[config.mk]
export PLATFORM = sky130hd
export DESIGN_NAME = modulo_controlador_transferencia_rolhas
export DESIGN_NICKNAME = d
export VERILOG_FILES = /design/src/rtl/modulo_controlador_transferencia_rolhas_pkg.sv /design/src/rtl/modulo_controlador_transferencia_rolhas_contador.sv /design/src/rtl/modulo_controlador_transferencia_rolhas.sv
export SDC_FILE = /design/constraint.sdc
export NUM_CORES = 1
export LEC_CHECK = 0
export CAP_MARGIN = 20
export CORE_ASPECT_RATIO = 1.5
export CORE_UTILIZATION = 45
export DETAILED_ROUTE_END_ITERATION = 16
export DONT_BUFFER_PORTS = 1
export SLEW_MARGIN = 20
export SYNTH_ARGS = -nofsm -noshare
export SYNTH_HDL_FRONTEND = slang
export SYNTH_SLANG_ARGS = --single-unit
export TNS_END_PERCENT = 100
[constraint.sdc]
create_clock -name clk -period 11 [get_ports clk]
set_input_delay 2.2 -clock clk [delete_from_list [all_inputs] [get_ports clk]]
set_output_delay 2.2 -clock clk [all_outputs]
set_load 0.01 [all_outputs]
[src/rtl/modulo_controlador_transferencia_rolhas_pkg.sv]
// Shared constants and state encoding for the cork transfer controller,
// also used by the display encoders and the filling/sealing MEF.
package modulo_controlador_transferencia_rolhas_pkg;

    localparam int unsigned LARGURA = 7;
    localparam int unsigned CAP_MAX = 99;
    localparam int unsigned MINIMO  = 5;
    localparam int unsigned LOTE    = 20;

    typedef enum logic [1:0] {
        EST_IDLE = 2'd0,
        EST_LOAD = 2'd1,
        EST_XFER = 2'd2
    } estado_t;

endpackage

[src/rtl/modulo_controlador_transferencia_rolhas_contador.sv]
// Loadable down-counter holding the corks left in the current refill batch.
module modulo_contador_lote #(
    parameter int unsigned LARGURA = 7
) (
    input  logic               clk,
    input  logic               clr,
    input  logic               load,
    input  logic               enable,
    input  logic [LARGURA-1:0] valor,
    output logic [LARGURA-1:0] contagem,
    output logic               zero
);

    assign zero = (contagem == '0);

    // Load wins over counting; the count never wraps below zero.
    always_ff @(posedge clk or posedge clr) begin
        if (clr) begin
            contagem <= '0;
        end else if (load) begin
            contagem <= valor;
        end else if (enable && !zero) begin
            contagem <= contagem - LARGURA'(1);
        end
    end

endmodule

[src/rtl/modulo_controlador_transferencia_rolhas.sv]
// Arbitrates operator loads, secondary-to-main refills and per-bottle
// consumption over the two cork buffers.
module modulo_controlador_transferencia_rolhas #(
    parameter int unsigned LARGURA = modulo_controlador_transferencia_rolhas_pkg::LARGURA,
    parameter int unsigned CAP_MAX = modulo_controlador_transferencia_rolhas_pkg::CAP_MAX,
    parameter int unsigned MINIMO  = modulo_controlador_transferencia_rolhas_pkg::MINIMO,
    parameter int unsigned LOTE    = modulo_controlador_transferencia_rolhas_pkg::LOTE
) (
    input  logic               clk,
    input  logic               clr,
    input  logic               enable,
    input  logic               req_carga,
    input  logic [LARGURA-1:0] qtd_carga,
    input  logic               consumo,
    output logic [LARGURA-1:0] buf_principal,
    output logic [LARGURA-1:0] buf_secundario,
    output logic               ro,
    output logic               transferindo,
    output logic               erro_carga,
    output logic [1:0]         estado
);
    import modulo_controlador_transferencia_rolhas_pkg::*;

    estado_t            est, est_prox;
    logic               pendente;
    logic [LARGURA-1:0] qtd_reg;
    logic [LARGURA:0]   soma;
    logic               cabe;
    logic [LARGURA-1:0] folga;
    logic [LARGURA-1:0] lote_ini;
    logic [LARGURA-1:0] lote_cnt;
    logic               lote_zero;
    logic               carrega_lote;
    logic               passo_xfer;
    logic               passo_cons;

    assign ro     = (buf_principal == '0);
    assign estado = est;

    modulo_contador_lote #(
        .LARGURA (LARGURA)
    ) u_lote (
        .clk      (clk),
        .clr      (clr),
        .load     (carrega_lote),
        .enable   (passo_xfer),
        .valor    (lote_ini),
        .contagem (lote_cnt),
        .zero     (lote_zero)
    );

    always_comb begin
        soma       = {1'b0, buf_secundario} + {1'b0, qtd_reg};
        cabe       = (soma <= (LARGURA+1)'(CAP_MAX));
        folga      = LARGURA'(CAP_MAX) - buf_principal;
        passo_xfer = (est == EST_XFER) && enable && !lote_zero;
        passo_cons = consumo && enable && (buf_principal != '0);

        lote_ini = LARGURA'(LOTE);
        if (buf_secundario < lote_ini) lote_ini = buf_secundario;
        if (folga < lote_ini)          lote_ini = folga;
    end

    always_comb begin
        est_prox     = est;
        carrega_lote = 1'b0;
        case (est)
            EST_IDLE: begin
                if (pendente || req_carga) begin
                    est_prox = EST_LOAD;
                end else if (enable && (buf_principal < LARGURA'(MINIMO))
                             && (buf_secundario != '0)) begin
                    est_prox     = EST_XFER;
                    carrega_lote = 1'b1;
                end
            end
            EST_LOAD: est_prox = EST_IDLE;
            EST_XFER: begin
                if (lote_zero || (passo_xfer && (lote_cnt == LARGURA'(1))))
                    est_prox = EST_IDLE;
            end
            default:  est_prox = EST_IDLE;
        endcase
    end

    always_ff @(posedge clk or posedge clr) begin
        if (clr) begin
            est          <= EST_IDLE;
            transferindo <= 1'b0;
            erro_carga   <= 1'b0;
        end else begin
            est          <= est_prox;
            transferindo <= (est_prox == EST_XFER);
            erro_carga   <= (est == EST_LOAD) && !cabe;
        end
    end

    // One holding register serves both immediate and deferred loads; a new
    // request always overwrites it, so the latest quantity wins.
    always_ff @(posedge clk or posedge clr) begin
        if (clr) begin
            pendente <= 1'b0;
            qtd_reg  <= '0;
        end else if (est == EST_IDLE) begin
            pendente <= 1'b0;
            if (req_carga) qtd_reg <= qtd_carga;
        end else if (req_carga) begin
            pendente <= 1'b1;
            qtd_reg  <= qtd_carga;
        end
    end

    always_ff @(posedge clk or posedge clr) begin
        if (clr) begin
            buf_secundario <= '0;
        end else if ((est == EST_LOAD) && cabe) begin
            buf_secundario <= soma[LARGURA-1:0];
        end else if (passo_xfer) begin
            buf_secundario <= buf_secundario - LARGURA'(1);
        end
    end

    always_ff @(posedge clk or posedge clr) begin
        if (clr) begin
            buf_principal <= '0;
        end else begin
            case ({passo_xfer, passo_cons})
                2'b10:   buf_principal <= buf_principal + LARGURA'(1);
                2'b01:   buf_principal <= buf_principal - LARGURA'(1);
                default: buf_principal <= buf_principal;
            endcase
        end
    end

endmodule

Word-level counts from Yosys, hierarchy flattened
Cells that the tools add are included.
{"block": "word_totals", "word_cells": 63, "regBits": 33}
{"block": "classes", "add_sub_neg": 6, "reduce_logical": 23, "n_eq_ne": 6, "n_lt_le_gt_ge": 4, "n_mux": 16}
{"op": "$mux W7", "n": 6}
{"op": "$sub A7 B1 Y7 const B", "n": 3}
{"op": "$logic_not A7 Y1", "n": 2}
{"op": "$pmux W7 S2", "n": 1}
{"op": "$reduce_bool A7 Y1", "n": 2}
{"op": "$logic_and A1 B1 Y1", "n": 10}
{"op": "$add A7 B7 Y8", "n": 1}
{"op": "$le A8 B7 Y1 const B", "n": 1}
{"op": "$reduce_bool A2 Y1", "n": 4}
{"op": "$add A7 B1 Y7 const B", "n": 1}
{"op": "$eq A7 B1 Y1 const B", "n": 1}
{"op": "$lt A7 B3 Y1 const B", "n": 1}
{"op": "$lt A7 B5 Y1 const B", "n": 1}
{"op": "$lt A7 B7 Y1", "n": 1}
{"op": "$sub A7 B7 Y7 const A", "n": 1}
{"op": "$eq A2 B2 Y1 const B", "n": 3}
{"op": "$mux W2", "n": 3}
{"op": "$mux W1", "n": 5}
{"op": "$eq A2 B1 Y1 const B", "n": 2}
{"op": "$pmux W2 S2", "n": 1}
{"op": "$logic_not A1 Y1", "n": 2}
{"op": "$logic_not A2 Y1", "n": 1}
{"op": "$logic_or A1 B1 Y1", "n": 2}

Logic depth before layout (Yosys ltp)
{"block": "depth", "depth_word": 8, "mapped_depth": 14}

By module
Synthesis repeated with hierarchy kept, for this count alone.
{"block": "hier_totals", "hier_cells": 291, "area_unflattened_um2": 2620.0}
{"module": "modulo_controlador_transferencia_rolhas", "instances": 1, "area_per_inst_um2": 2115.8, "seq_area_each_um2": 650.6, "cells_each": 233}
{"module": "modulo_contador_lote", "instances": 1, "area_per_inst_um2": 504.2, "seq_area_each_um2": 175.2, "cells_each": 58}

Worst setup path after synthesis
No wires, ideal clock.
{"block": "synth_timing", "path_kind": "input to register", "start": "input port enable", "end": "register buf_principal[6]", "arrival_time_ns": 4.918, "cell_stages": 12, "path_buffers": 1, "setup_ns": 0.079, "path_slack_ns": 6.002, "path_cell_list": "nand2_1 > a311oi_1 > inv_1 > clkbuf_1 > ha_1 > ha_1 > nor2b_1 > o21ai_0 > a21boi_0 > or3_1 > nand3_1 > xor2_1"}
{"block": "synth_via", "elab_chain_cells": 4, "elab_cells_between_ends": 8, "classes_between": "eq/ne (2); mux (1); reduce/logical (5)"}
{"element": "from (decl)", "line": "modulo_controlador_transferencia_rolhas.sv:11", "source": "input logic enable,"}
{"element": "$logic_and A1 B1 Y1, on equally long branches (2 in series)", "line": "modulo_controlador_transferencia_rolhas.sv:57, modulo_controlador_transferencia_rolhas.sv:56"}
{"element": "$eq A2 B1 Y1 or $eq A2 B2 Y1 (tied branches)", "line": "modulo_controlador_transferencia_rolhas.sv:127", "source": "case ({passo_xfer, passo_cons})"}
{"element": "$pmux W7 S2 or $reduce_bool A2 Y1 (tied branches)"}
{"element": "to (signal assigned)", "line": "modulo_controlador_transferencia_rolhas.sv:128", "source": "2'b10: buf_principal <= buf_principal + LARGURA'(1);"}
{"element": "to (signal assigned)", "line": "modulo_controlador_transferencia_rolhas.sv:129", "source": "2'b01: buf_principal <= buf_principal - LARGURA'(1);"}
{"element": "to (signal assigned)", "line": "modulo_controlador_transferencia_rolhas.sv:130", "source": "default: buf_principal <= buf_principal;"}
{"element": "to (decl)", "line": "modulo_controlador_transferencia_rolhas.sv:15", "source": "output logic [LARGURA-1:0] buf_principal,"}
Parallel ways exist; a longest one is shown, timed or not.
A chain may end at the register's enable or synchronous reset.

Final worst setup path
Ends and elaborated chain as after synthesis.

==> run_results.csv <==
group,metric,value,unit
status,status,"finished clean",
synthesis,synth_seq_cells,33,
clocking,h-tree-depth,2,
floorplanning,row_count,32,
floorplanning,fp.coreArea,5165,µm²
synthesis,synth_compound_area_share,14.90,%
floorplanning,start_util,46.66,%
layout,drive_gt1_share,7.807,%
clocking,postCtsResizedCells,0,
timing,fin_crit,5164,ps
clocking,cts-root-buf,"clkbuf_8",
drt,viasPerCell,5.688,
worst_setup_path,r2r_end,"buf_principal[6]$_DFFE_PP0P_",
timing,period_share,46.95,%
timing,setup_ws,5836,ps
drt,firstDrtPassIters,4,
floorplanning,dieArea,5658,µm²
clocking,clock_path_buffers,2,
worst_setup_path,arrival,5370,ps
synthesis,synth_top_family_by_area,"simple AND/OR/NAND/NOR gates",
worst_setup_path,r2r_slack,7050,ps
drt,routed-via-count,1917,
synthesis,seq_area_frac_synth,34.27,%
layout,num_antenna_cells,0,
drt,detail-route-antenna-nets,0,
timing,rsz0062_at_grt,"no",
layout,regArea,825.8,µm²
synthesis,synthSimpleGateAreaFrac,17.29,%
synthesis,ys.flop_type,"dfrtp_1",
synthesis,netlist_instances,266,
worst_setup_path,reg2reg_depth,12,
synthesis,synth_warnings,0,
timing,finClkSkew,3.175,ps
synthesis,synth-xor-area-share,6.906,%
timing,timing.slew.headroom,41.02,%
floorplanning,ioPinCount,31,
drt,drt_iter0_drc,74,
synthesis,synth_edf_count,0,
min_path,hold_depth,1,
clocking,post_cts_buffers,0,
grt,antenna_found_initial,0,
layout,syn2layout_area_growth,6.438,%
worst_setup_path,cp-end-kind,"flop",
timing,worst_pin_slew,878.7,ps
power,p_leak,1.144,nW
layout,design_area,2565,µm²
synthesis,syn_area_per_cell,9.059,µm²
layout,nets,306,
min_path,min_to,"qtd_reg[0]$_DFFE_PP0P_",
clocking,cts_tree,"yes",
timing,finalSetupTns,0,ps
place,place_area,2472,µm²
timing,drv_slew,0,
layout,fill_cells,503,
clocking,cts-buffers-inserted,5,
worst_setup_path,critPathMaxFanout,14,
grt,grt_max_degree,27,
timing,finalSetupViolations,0,
place,gp_congestion,0.8601,
clocking,cts_sinks,33,
grt,grt_use_total,21.11,%
worst_setup_path,required,11210,ps
min_path,holdCritPathClass,"reg2reg",
grt,grt_remaining_overflow,0,
worst_setup_path,crit_top_cell,"ha_1",
place,pre_cts_ws,5537,ps
run,drv_cap,0,
drt,wl_per_cell,15.73,µm
synthesis,synth_area,2410,µm²
worst_setup_path,worstSetupPathType,"in2reg",
drt,drc,0,
place,hpwl,4.218,mm
timing,finalHoldViolations,0,
min_path,min_from,"qtd_reg[0]$_DFFE_PP0P_",
synthesis,synth_mux_area_share,8.204,%
worst_setup_path,critPathLaunchType,"input pin",
worst_setup_path,reg2reg_from,"u_lote.contagem[0]$_DFFE_PP0P_",
grt,grt_pass1_wl,8.901,mm
synthesis,async_reset_ff_share,100.0,%
worst_setup_path,crit_chain,"nand2_1, a311oi_1, inv_1, ha_1, ha_1, nor2b_1, o21ai_0, a21boi_0, or3_1, nand3_1, xor2_1",
power,peakVddDrop,0.1260,mV
grt,grt_pass1_vias,2007,
worst_setup_path,crit_slowest_cell,"a311oi_1",
clocking,worstSkewPairLatency,280,ps
power,powerDensity,307.7,nW/µm²
synthesis,synth_cell_types,49,
timing,fmax,0.1936,GHz
clocking,clkTransAtPathRegs,60,ps
place,numPortBuffers,0,
floorplanning,dieWidth,61.75,µm
floorplanning,dieHeight,91.63,µm
drt,routed_wl,5.302,mm
synthesis,synth_adder_area_share,13.60,%
worst_setup_path,critPathMaxStageDelay,740,ps
layout,multi_input_area,1481,µm²
clocking,postCtsHoldBufs,0,
-- cells by family after synthesis --
family                   after synthesis
XOR/XNOR                              19
adder cells (fa/ha/maj)               25
buffers and inverters                 27
AND/OR/NAND/NOR                       87
multiplexers                          18
AO/OA/AOI/OAI                         56
flip-flops                            33
other                                  1
-- worst max-delay path, delay by kind of cell --
kind	cells	cell delay (ps)
adder cells (fa/ha/maj)	2	810
AND/OR/NAND/NOR	4	640
AO/OA/AOI/OAI	3	1130
XOR/XNOR	1	150
buffers and inverters	1	440
-- cell usage after synthesis, types with 2 or more instances --
| library cell | count | share of area [%] |
|---|---|---|
| a211oi_1 | 3 | 0.93 |
| a21o_1 | 3 | 0.93 |
| a21oi_1 | 17 | 3.5 |
| a31oi_1 | 4 | 1.0 |
| and3_1 | 3 | 0.78 |
| clkbuf_1 | 3 | 0.47 |
| dfrtp_1 | 33 | 34 |
| fa_1 | 2 | 1.7 |
| ha_1 | 23 | 12 |
| inv_1 | 21 | 3.3 |
| mux2_2 | 10 | 4.7 |
| mux2i_1 | 7 | 2.9 |
| nand2_1 | 22 | 3.4 |
| nand2b_1 | 4 | 1.0 |
| nand3_1 | 6 | 1.2 |
| nor2_1 | 26 | 4.0 |
| nor2b_1 | 2 | 0.52 |
| nor3_1 | 10 | 2.1 |
| nor3b_1 | 2 | 0.62 |
| nor4_1 | 2 | 0.52 |
| o21ai_0 | 14 | 2.9 |
| o31ai_1 | 3 | 0.93 |
| or3_1 | 3 | 0.78 |
| xnor2_1 | 11 | 4.0 |
| xor2_1 | 8 | 2.9 |
-- worst max-delay path by stage --
stage	from	end
global placement	enable	buf_principal[6]$_DFFE_PP0P_
finish	enable	buf_principal[6]$_DFFE_PP0P_
floorplan	enable	buf_principal[6]$_DFFE_PP0P_
detailed placement	enable	buf_principal[6]$_DFFE_PP0P_
CTS	enable	buf_principal[6]$_DFFE_PP0P_
global route	enable	buf_principal[6]$_DFFE_PP0P_
-- routing by layer --
layer	GRT usage (%)	vias up	share of wire (%)
li1	-	950	-
met1	21.51	927	37
met2	40.05	34	57
met3	3.949	6	3.9
met4	7.222	0	1.6
met5	0	-	0
-- report_power, final --
part | switching, W | internal, W
clock network | 0.0000415 | 0.0000496
registers | 0.0000873 | 0.000168
logic | 0.000246 | 0.000198
total | 0.000375 | 0.000415
-- cells in the final DEF (no fill, tap or decap), drive strengths merged, types with 2 or more instances in the layout --
cell,Yosys,routed
fa,2,2
nor2b,2,2
nand3,6,6
clkbuf,3,7
nor3b,2,2
nand2b,4,4
inv,21,21
a211oi,3,3
dfrtp,33,33
xnor2,11,11
ha,23,23
nor2,26,26
and3,3,3
nand2,22,22
o21ai,15,15
a2111oi,2,2
o31ai,3,3
a21oi,17,17
or3,3,3
nor4,2,2
nor3,10,10
a21o,3,3
xor2,8,8
a31oi,4,4
conb,1,2
mux2,11,11
mux2i,7,7
-- cell type report --
type / count / area share [%]
multi-input cells: 207 / 57.76
flip-flops and latches: 33 / 32.20
clock buffers: 7 / 3.366
well taps: 68 / 3.317
inverters: 21 / 3.073
repair buffers: 1 / 0.2927
-- per-stage QoR --
| stage | util [%] | cells | hold WS [ps] | total power [W] |
|---|---|---|---|---|
| 6_report | 49.66 | 337 | 516.3 | 0.0007893 |
| 5_1_grt | 49.66 | 337 | 543.2 | 0.0008700 |
| 4_1_cts | 49.54 | 337 | 523.9 | 0.0007957 |
| 3_5_place_dp | 47.87 | 330 | 508.6 | 0.0006988 |
| 3_3_place_gp | 47.87 | 330 | 507.1 | 0.0006937 |
| 2_1_floorplan | - | 267 | 472.5 | 0.0005989 |
Note: power is estimated with default switching activity, not from simulation.
